===== config.mk =====
export PLATFORM = sky130hd
export DESIGN_NAME = lfsr_gen
export DESIGN_NICKNAME = d
export VERILOG_FILES = /design/src/rtl/lfsr_gen.sv
export SDC_FILE = /design/constraint.sdc
export NUM_CORES = 1
export LEC_CHECK = 0
export BUFFER_PORTS_ARGS = -buffer_cell sky130_fd_sc_hd__buf_2
export CORE_UTILIZATION = 35
export DETAILED_ROUTE_END_ITERATION = 7
export GPL_TIMING_DRIVEN = 0
export HOLD_SLACK_MARGIN = 0.06
export PLACE_DENSITY = 0.6
export SLEW_MARGIN = 20
export SYNTH_ARGS = -nofsm -noshare
export SYNTH_HDL_FRONTEND = slang
export SYNTH_SLANG_ARGS = --single-unit

===== constraint.sdc =====
create_clock -name clk -period 1.75 [get_ports clk]
set_input_delay 0.0875 -clock clk [delete_from_list [all_inputs] [get_ports clk]]
set_output_delay 0.0875 -clock clk [all_outputs]
set_load 0.01 [all_outputs]

===== src/rtl/lfsr_gen.sv =====
`default_nettype none
// +----------------------------------------------------------------------------+
// | Module   : lfsr_gen                                                        |
// | Purpose  : Parametrised Fibonacci LFSR with seed load, lock-up recovery,   |
// |            period-wrap pulse and optional step counter (LFSR_GEN_CNT_EN).  |
// | Revision : 1.0 - initial release                                           |
// +----------------------------------------------------------------------------+
module lfsr_gen #(
    parameter int              WIDTH = 8,
    parameter logic [WIDTH-1:0] TAPS = 8'hB8,
    parameter logic [WIDTH-1:0] SEED = {{(WIDTH-1){1'b0}}, 1'b1},
    parameter bit              XNOR  = 1'b0
) (
    input  logic             clk,
    input  logic             rst,
    input  logic             en,
    input  logic             load,
    input  logic [WIDTH-1:0] seed_in,
    output logic [WIDTH-1:0] state,
    output logic             out_bit,
    output logic             wrap,
    output logic             lock_err
`ifdef LFSR_GEN_CNT_EN
   ,output logic [WIDTH-1:0] step_cnt
`endif
);

    // Lock-up value: the one state the feedback can never leave.
    localparam logic [WIDTH-1:0] c_lock = XNOR ? {WIDTH{1'b1}} : {WIDTH{1'b0}};

    logic [WIDTH-1:0] r_state;
    logic [WIDTH-1:0] r_start;
    logic             r_wrap;
    logic             r_lock_err;

    logic             w_fb;
    logic [WIDTH-1:0] w_next;
    logic             w_seed_lock;
    logic             w_state_lock;
    logic             w_next_is_start;

    always_comb begin
        w_fb            = (^(r_state & TAPS)) ^ XNOR;
        w_next          = {r_state[WIDTH-2:0], w_fb};
        w_seed_lock     = (seed_in == c_lock);
        w_state_lock    = (r_state == c_lock);
        w_next_is_start = (w_next == r_start);
    end

    always_ff @(posedge clk or negedge rst) begin
        if (!rst) begin
            r_state    <= SEED;
            r_start    <= SEED;
            r_wrap     <= 1'b0;
            r_lock_err <= 1'b0;
        end else if (load) begin
            r_state    <= w_seed_lock ? SEED : seed_in;
            r_start    <= w_seed_lock ? SEED : seed_in;
            r_wrap     <= 1'b0;
            r_lock_err <= w_seed_lock;
        end else if (en) begin
            // A corrupted lock-up state is replaced by SEED instead of stepping.
            if (w_state_lock) begin
                r_state    <= SEED;
                r_wrap     <= 1'b0;
                r_lock_err <= 1'b1;
            end else begin
                r_state    <= w_next;
                r_wrap     <= w_next_is_start;
                r_lock_err <= 1'b0;
            end
        end else begin
            r_wrap     <= 1'b0;
            r_lock_err <= 1'b0;
        end
    end

    assign state    = r_state;
    assign out_bit  = r_state[WIDTH-1];
    assign wrap     = r_wrap;
    assign lock_err = r_lock_err;

`ifdef LFSR_GEN_CNT_EN
    logic [WIDTH-1:0] r_cnt;
    logic             w_cnt_clr;
    logic             w_cnt_inc;

    always_comb begin
        w_cnt_clr = load | (en & (w_state_lock | w_next_is_start));
        w_cnt_inc = en & ~load;
    end

    always_ff @(posedge clk or negedge rst) begin
        if (!rst) begin
            r_cnt <= '0;
        end else if (w_cnt_clr) begin
            r_cnt <= '0;
        end else if (w_cnt_inc) begin
            r_cnt <= r_cnt + 1'b1;
        end
    end

    assign step_cnt = r_cnt;
`endif

endmodule
`default_nettype wire

# After elaboration in Yosys (flattened, before gate mapping)
# Index checks and enable logic that the tools add are counted.
[op_classes]
reduce_logical = 4
n_mux = 10
eq_ne = 1
[op_table]
columns = ["op", "count"]
rows = [
  ["8-bit two-way mux", 4],
  ["8-bit logical NOT", 2],
  ["8-bit equality test", 1],
  ["8-bit parity", 1],
  ["1-bit two-way mux", 6],
  ["2-bit nonzero test", 1],
]
[totals]
regBits = 18
elab_cells = 19

# Longest topological paths before layout
[depth]
depth_word = 5
ltp_mapped = 5
depth_no_buf = 5

# Worst setup path before layout
# Ideal clock, no wire load.
[synth_path]
kind = "register to register"
start = "register r_state[4], in the netlist state[4]"
end = "register r_wrap, in the netlist wrap"
t_arrival_ps = 1316
setup_ps = 120
path_slack_ps = 314
synth_period_minus_slack_ps = 1436
n_path_buf = 0
stages_incl_launch_ff = 6
cell_sequence = "dfrtp_1 inv_1 ha_1 xnor3_1 xor2_1 and4_1"
[synth_via]
elab_chain_cells = 5
word_cells_on_any_way = 6
cone_classes = "1 x eq/ne; 3 x mux; 2 x reduce/logical"
[synth_rtl]
columns = ["element", "line", "source"]
rows = [
  ["start: declaration", "31", "logic [WIDTH-1:0] r_state;"],
  ["start signal: assignment", "57", "r_state <= w_seed_lock ? SEED : seed_in;"],
  ["start signal: assignment", "68", "r_state <= w_next;"],
  ["8-bit parity", "43", "w_fb = (^(r_state & TAPS)) ^ XNOR;"],
  ["8-bit equality test", "47", "w_next_is_start = (w_next == r_start);"],
  ["1-bit two-way mux (*)", "63", "if (w_state_lock) begin"],
  ["1-bit two-way mux (*)", "61", "end else if (en) begin"],
  ["1-bit two-way mux (*)", "56", "end else if (load) begin"],
  ["end signal: assignment", "69", "r_wrap <= w_next_is_start;"],
  ["end: declaration", "33", "logic r_wrap;"],
]
# Every way passes the cells marked *; elsewhere a longest branch is shown, timed or not.
# A chain may end at the register's enable or synchronous reset.

# Final worst setup path
[layout_path]
start = "register r_state[5], in the netlist state[5]"
end = "register r_wrap, in the netlist wrap"
# The elaborated chain is that of the path after synthesis.

==> summary by stage <==
Run status
The flow ran to the end, and the final reports show no timing, DRC or antenna violations.

Setup path
The critical path class is flip-flop to flip-flop. The internal reg-to-reg setup slack is 0.23 ns. In this run the worst path has a maximum fanout of 4.

The worst setup path is captured at a flip-flop. The cell count of the worst reg-to-reg path is 5. The critical path startpoint category is a flip-flop. The worst endpoint required time is ~1.9 ns. The startpoint identified for the worst register-to-register timing path is state[5]$_DFFE_PN0P_.

The worst path arrival time is about 1.7 ns. The critical register-to-register path endpoint is wrap$_DFF_PN0_.

Timing
The post-route fraction of the period consumed by the critical path is 86.82%. The fmax is between 600 and 700 MHz. The worst-case clock skew is roughly 0.0047 ns.

Setup repair after global routing left no endpoint under its margin. At the pin with the least slew margin, the transition time is ~0.48 ns. The total of endpoints with negative setup slack in the final report is 0. The final count of pins violating max slew was 0. The aggregate negative setup slack is 0 ns. The worst-case headroom to the max-slew limit is about two thirds. The time the final worst path needs with I/O delays and setup is between 1.5 and 2 ns.

The final hold violation count is 0.

Yosys
Synthesis produced 83 cells. In the synthesized netlist the dominant register cell turns out to be sky130_fd_sc_hd__dfrtp_1. Counting flops and latches in the post-synthesis netlist gives 18. The synthesized design contains 0 enable-type register cells. For this run, the number of Yosys warnings is 0. Summing the sequential cell areas from Yosys gives between 50% and 60% of the chip area. The share of synthesized flip-flops with an asynchronous set or reset is 100.0%. The synthesized netlist net count is between 90 and 100. The count of different cell masters after synthesis is 26. The cell area after synthesis is 889.6 um2. After synthesis, the mean cell area works out to about 11 um2.

Global route
After global routing the overflow that remains totals 0. The pin count of the biggest net entering global routing is 19. The first global-routing pass estimated 3215 um of wire. The aggregate global-route resource usage is 16.49%.

The number of global-route vias before repair is approximately 700. The number of antenna violations at the first check in global routing was 0.

Placement
Summing all placed instances gives a cell area of 0.001030 mm2. The global placer's final weighted congestion is approximately 0.84. After legalization and detailed placement, the total HPWL measured approximately 1500 um. Port buffering added 21 buffers.

Final layout
The number of nets in the finished design is between 100 and 150. The finished cells cover ~0.0011 mm2. For this run, the share of the core covered by cells in the final layout is between 40% and 50%.

The post-route netlist has 27.83% of its cells at a drive strength greater than 1. The area used by sequential logic in the layout is 452.9 um2. The multi-input combinational cells in the finished layout cover a total of around 400 um2.

The antenna diode instance count is 0. The filler cell count is 220. The synthesis-to-layout area growth is 27.71%.

Route
In this run the remaining antenna-violating nets after routing total 0. The routed wire length is around 2000 um. The average detailed-routed wire length per instance is 14.21 um.

The total DRC errors in the routed layout is 0. Summing over every cut layer, the via total after detailed routing is roughly 730. The average via count per standard cell is between 5 and 6.

The number of search-and-repair iterations in the first detailed-routing pass is 4. The first routing iteration left 9 violations.

Die
The number of primary I/O pins is 23. In this run the vertical extent of the chip is 52.42 um. The width of the chip is about 52 um. The number of core rows is 17.

Once the floorplan was initialized, standard cells occupied about two fifths of the core. The die footprint is 0.002747 mm2. The core region area is between 0.002 and 0.0025 mm2.

Worst hold path
Counting instances, the worst hold path has a depth of 2. In this run the most critical hold path is launched from seed_in[6]. The path with the worst hold slack has its endpoint at state[6]$_DFFE_PN0P_. The min-delay analysis places its worst path in the category input port to flip-flop.

Clocking
Once the clock tree was built, the setup fixing pass inserted 0 buffers. CTS placed an instance of sky130_fd_sc_hd__clkbuf_4 at the clock tree root. The number of H-tree branching levels is 1. The clock reaches the later pin of the worst-skew pair after roughly 0.30 ns. The number of hold buffers added after CTS was 7. TritonCTS created 3 clock buffers. The clock-pin slew on the worst setup and hold paths is approximately 0.1 ns. The total number of clock tree sinks is 18. The TritonCTS clock tree is done. The number of instances resized during post-cts repair is 0. Counting along the longest clock path gives a buffer depth of 2.

Pwr
After layout, the design draws a total of 0.0009717 W. The static leakage is 0.5537 nW. In this run the power density over the cells is 855.3 mW/mm2. The maximum ir drop on the vdd rail is 396.6 uV.

Job
Max-cap violations in this run came to 0.
[how the worst max path moves through the flow]
stage	cells past startpoint	end	startpoint	slack, ns
2_1_floorplan	5	wrap$_DFF_PN0_	state[4]$_DFFE_PN0P_	0.31
3_3_place_gp	5	wrap$_DFF_PN0_	state[5]$_DFFE_PN0P_	0.25
3_5_place_dp	5	wrap$_DFF_PN0_	state[5]$_DFFE_PN0P_	0.25
4_1_cts	5	wrap$_DFF_PN0_	state[4]$_DFFE_PN0P_	0.23
5_1_grt	5	wrap$_DFF_PN0_	state[4]$_DFFE_PN0P_	0.13
6_report	5	wrap$_DFF_PN0_	state[5]$_DFFE_PN0P_	0.23
[cell usage in the layout (no fill, tap or decap), drive strengths merged, types with 2 or more instances in the layout]
cell and count:
o21ai 12, mux2 2, buf 23, dfstp 2
mux2i 5, nor4 2, inv 7, nor3 5
dlygate4sd3 7, xor2 8, a221o 2, nand2 6
dfrtp 16, clkbuf 6
[registers in the layout (all words and copies together), names as in the netlist]
register	cells
lock_err	1
r_start	8
wrap	1
state	8
[worst max-delay path: stages (launching register included)]
cell                      delay [ns]
sky130_fd_sc_hd__dfrtp_1        0.44
sky130_fd_sc_hd__inv_1          0.09
sky130_fd_sc_hd__ha_1           0.29
sky130_fd_sc_hd__xnor3_1        0.25
sky130_fd_sc_hd__xor2_1         0.16
sky130_fd_sc_hd__and4_1         0.20
[synthesized netlist by cell type, types with 2 or more instances]
master,instances,area [um2]
sky130_fd_sc_hd__mux2_2,2,22.52
sky130_fd_sc_hd__nor3_1,5,25.02
sky130_fd_sc_hd__mux2i_1,5,50.05
sky130_fd_sc_hd__o21ai_0,12,60.06
sky130_fd_sc_hd__nand2_1,6,22.52
sky130_fd_sc_hd__a221o_1,2,20.02
sky130_fd_sc_hd__nor4_1,2,12.51
sky130_fd_sc_hd__clkbuf_1,2,7.510
sky130_fd_sc_hd__inv_1,7,26.28
sky130_fd_sc_hd__dfrtp_1,16,400.4
sky130_fd_sc_hd__xor2_1,8,70.07
sky130_fd_sc_hd__dfstp_2,2,52.55
[per-stage QoR]
stage / std cells / setup WS, ns / hold WS (ns)
6_report: 143 / 0.2306 / 0.09079
5_1_grt: 143 / 0.1304 / 0.08191
4_1_cts: 143 / 0.2256 / 0.08115
3_5_place_dp: 132 / 0.2486 / 0.03635
3_3_place_gp: 132 / 0.2514 / 0.03289
2_1_floorplan: 83 / 0.3140 / -0.2081
[logic make-up after synthesis]
group / count (synthesis) / share of synthesized area (%)
muxes: 7 / 8.158
buffers and inverters: 11 / 5.205
and+or+nand+nor: 20 / 12.66
xor gates and xnor gates: 9 / 10.41
DFF: 18 / 50.91
AOI/OAI and AO/OA: 17 / 11.25
adders and majority gates: 1 / 1.406
[where the power goes]
group	total (W)	internal [W]	switching [W]
sequential	0.000507	0.000459	0.0000484
clock	0.000259	0.000127	0.000132
combinational	0.000205	0.000106	0.0000993
total	0.000972	0.000692	0.000280
[layer usage]
layer / up-vias / global-route usage, % / routed length (um)
met4: 0 / 6.579 / 35
met3: 5 / 2.609 / 76
met1: 356 / 22.74 / 961
li1: 354 / - / -
met2: 19 / 25.53 / 958
met5: - / 0 / 0
[cell type report]
type | instances | share of cell area, %
Inverter | 7 | 2.313
Buffer | 4 | 1.762
Timing Repair Buffer | 28 | 15.42
Tap cell | 28 | 3.084
Clock buffer | 4 | 3.194
Multi-Input combinational cell | 54 | 34.36
Sequential cell | 18 | 39.87
Power figures use the tool's default switching activity.
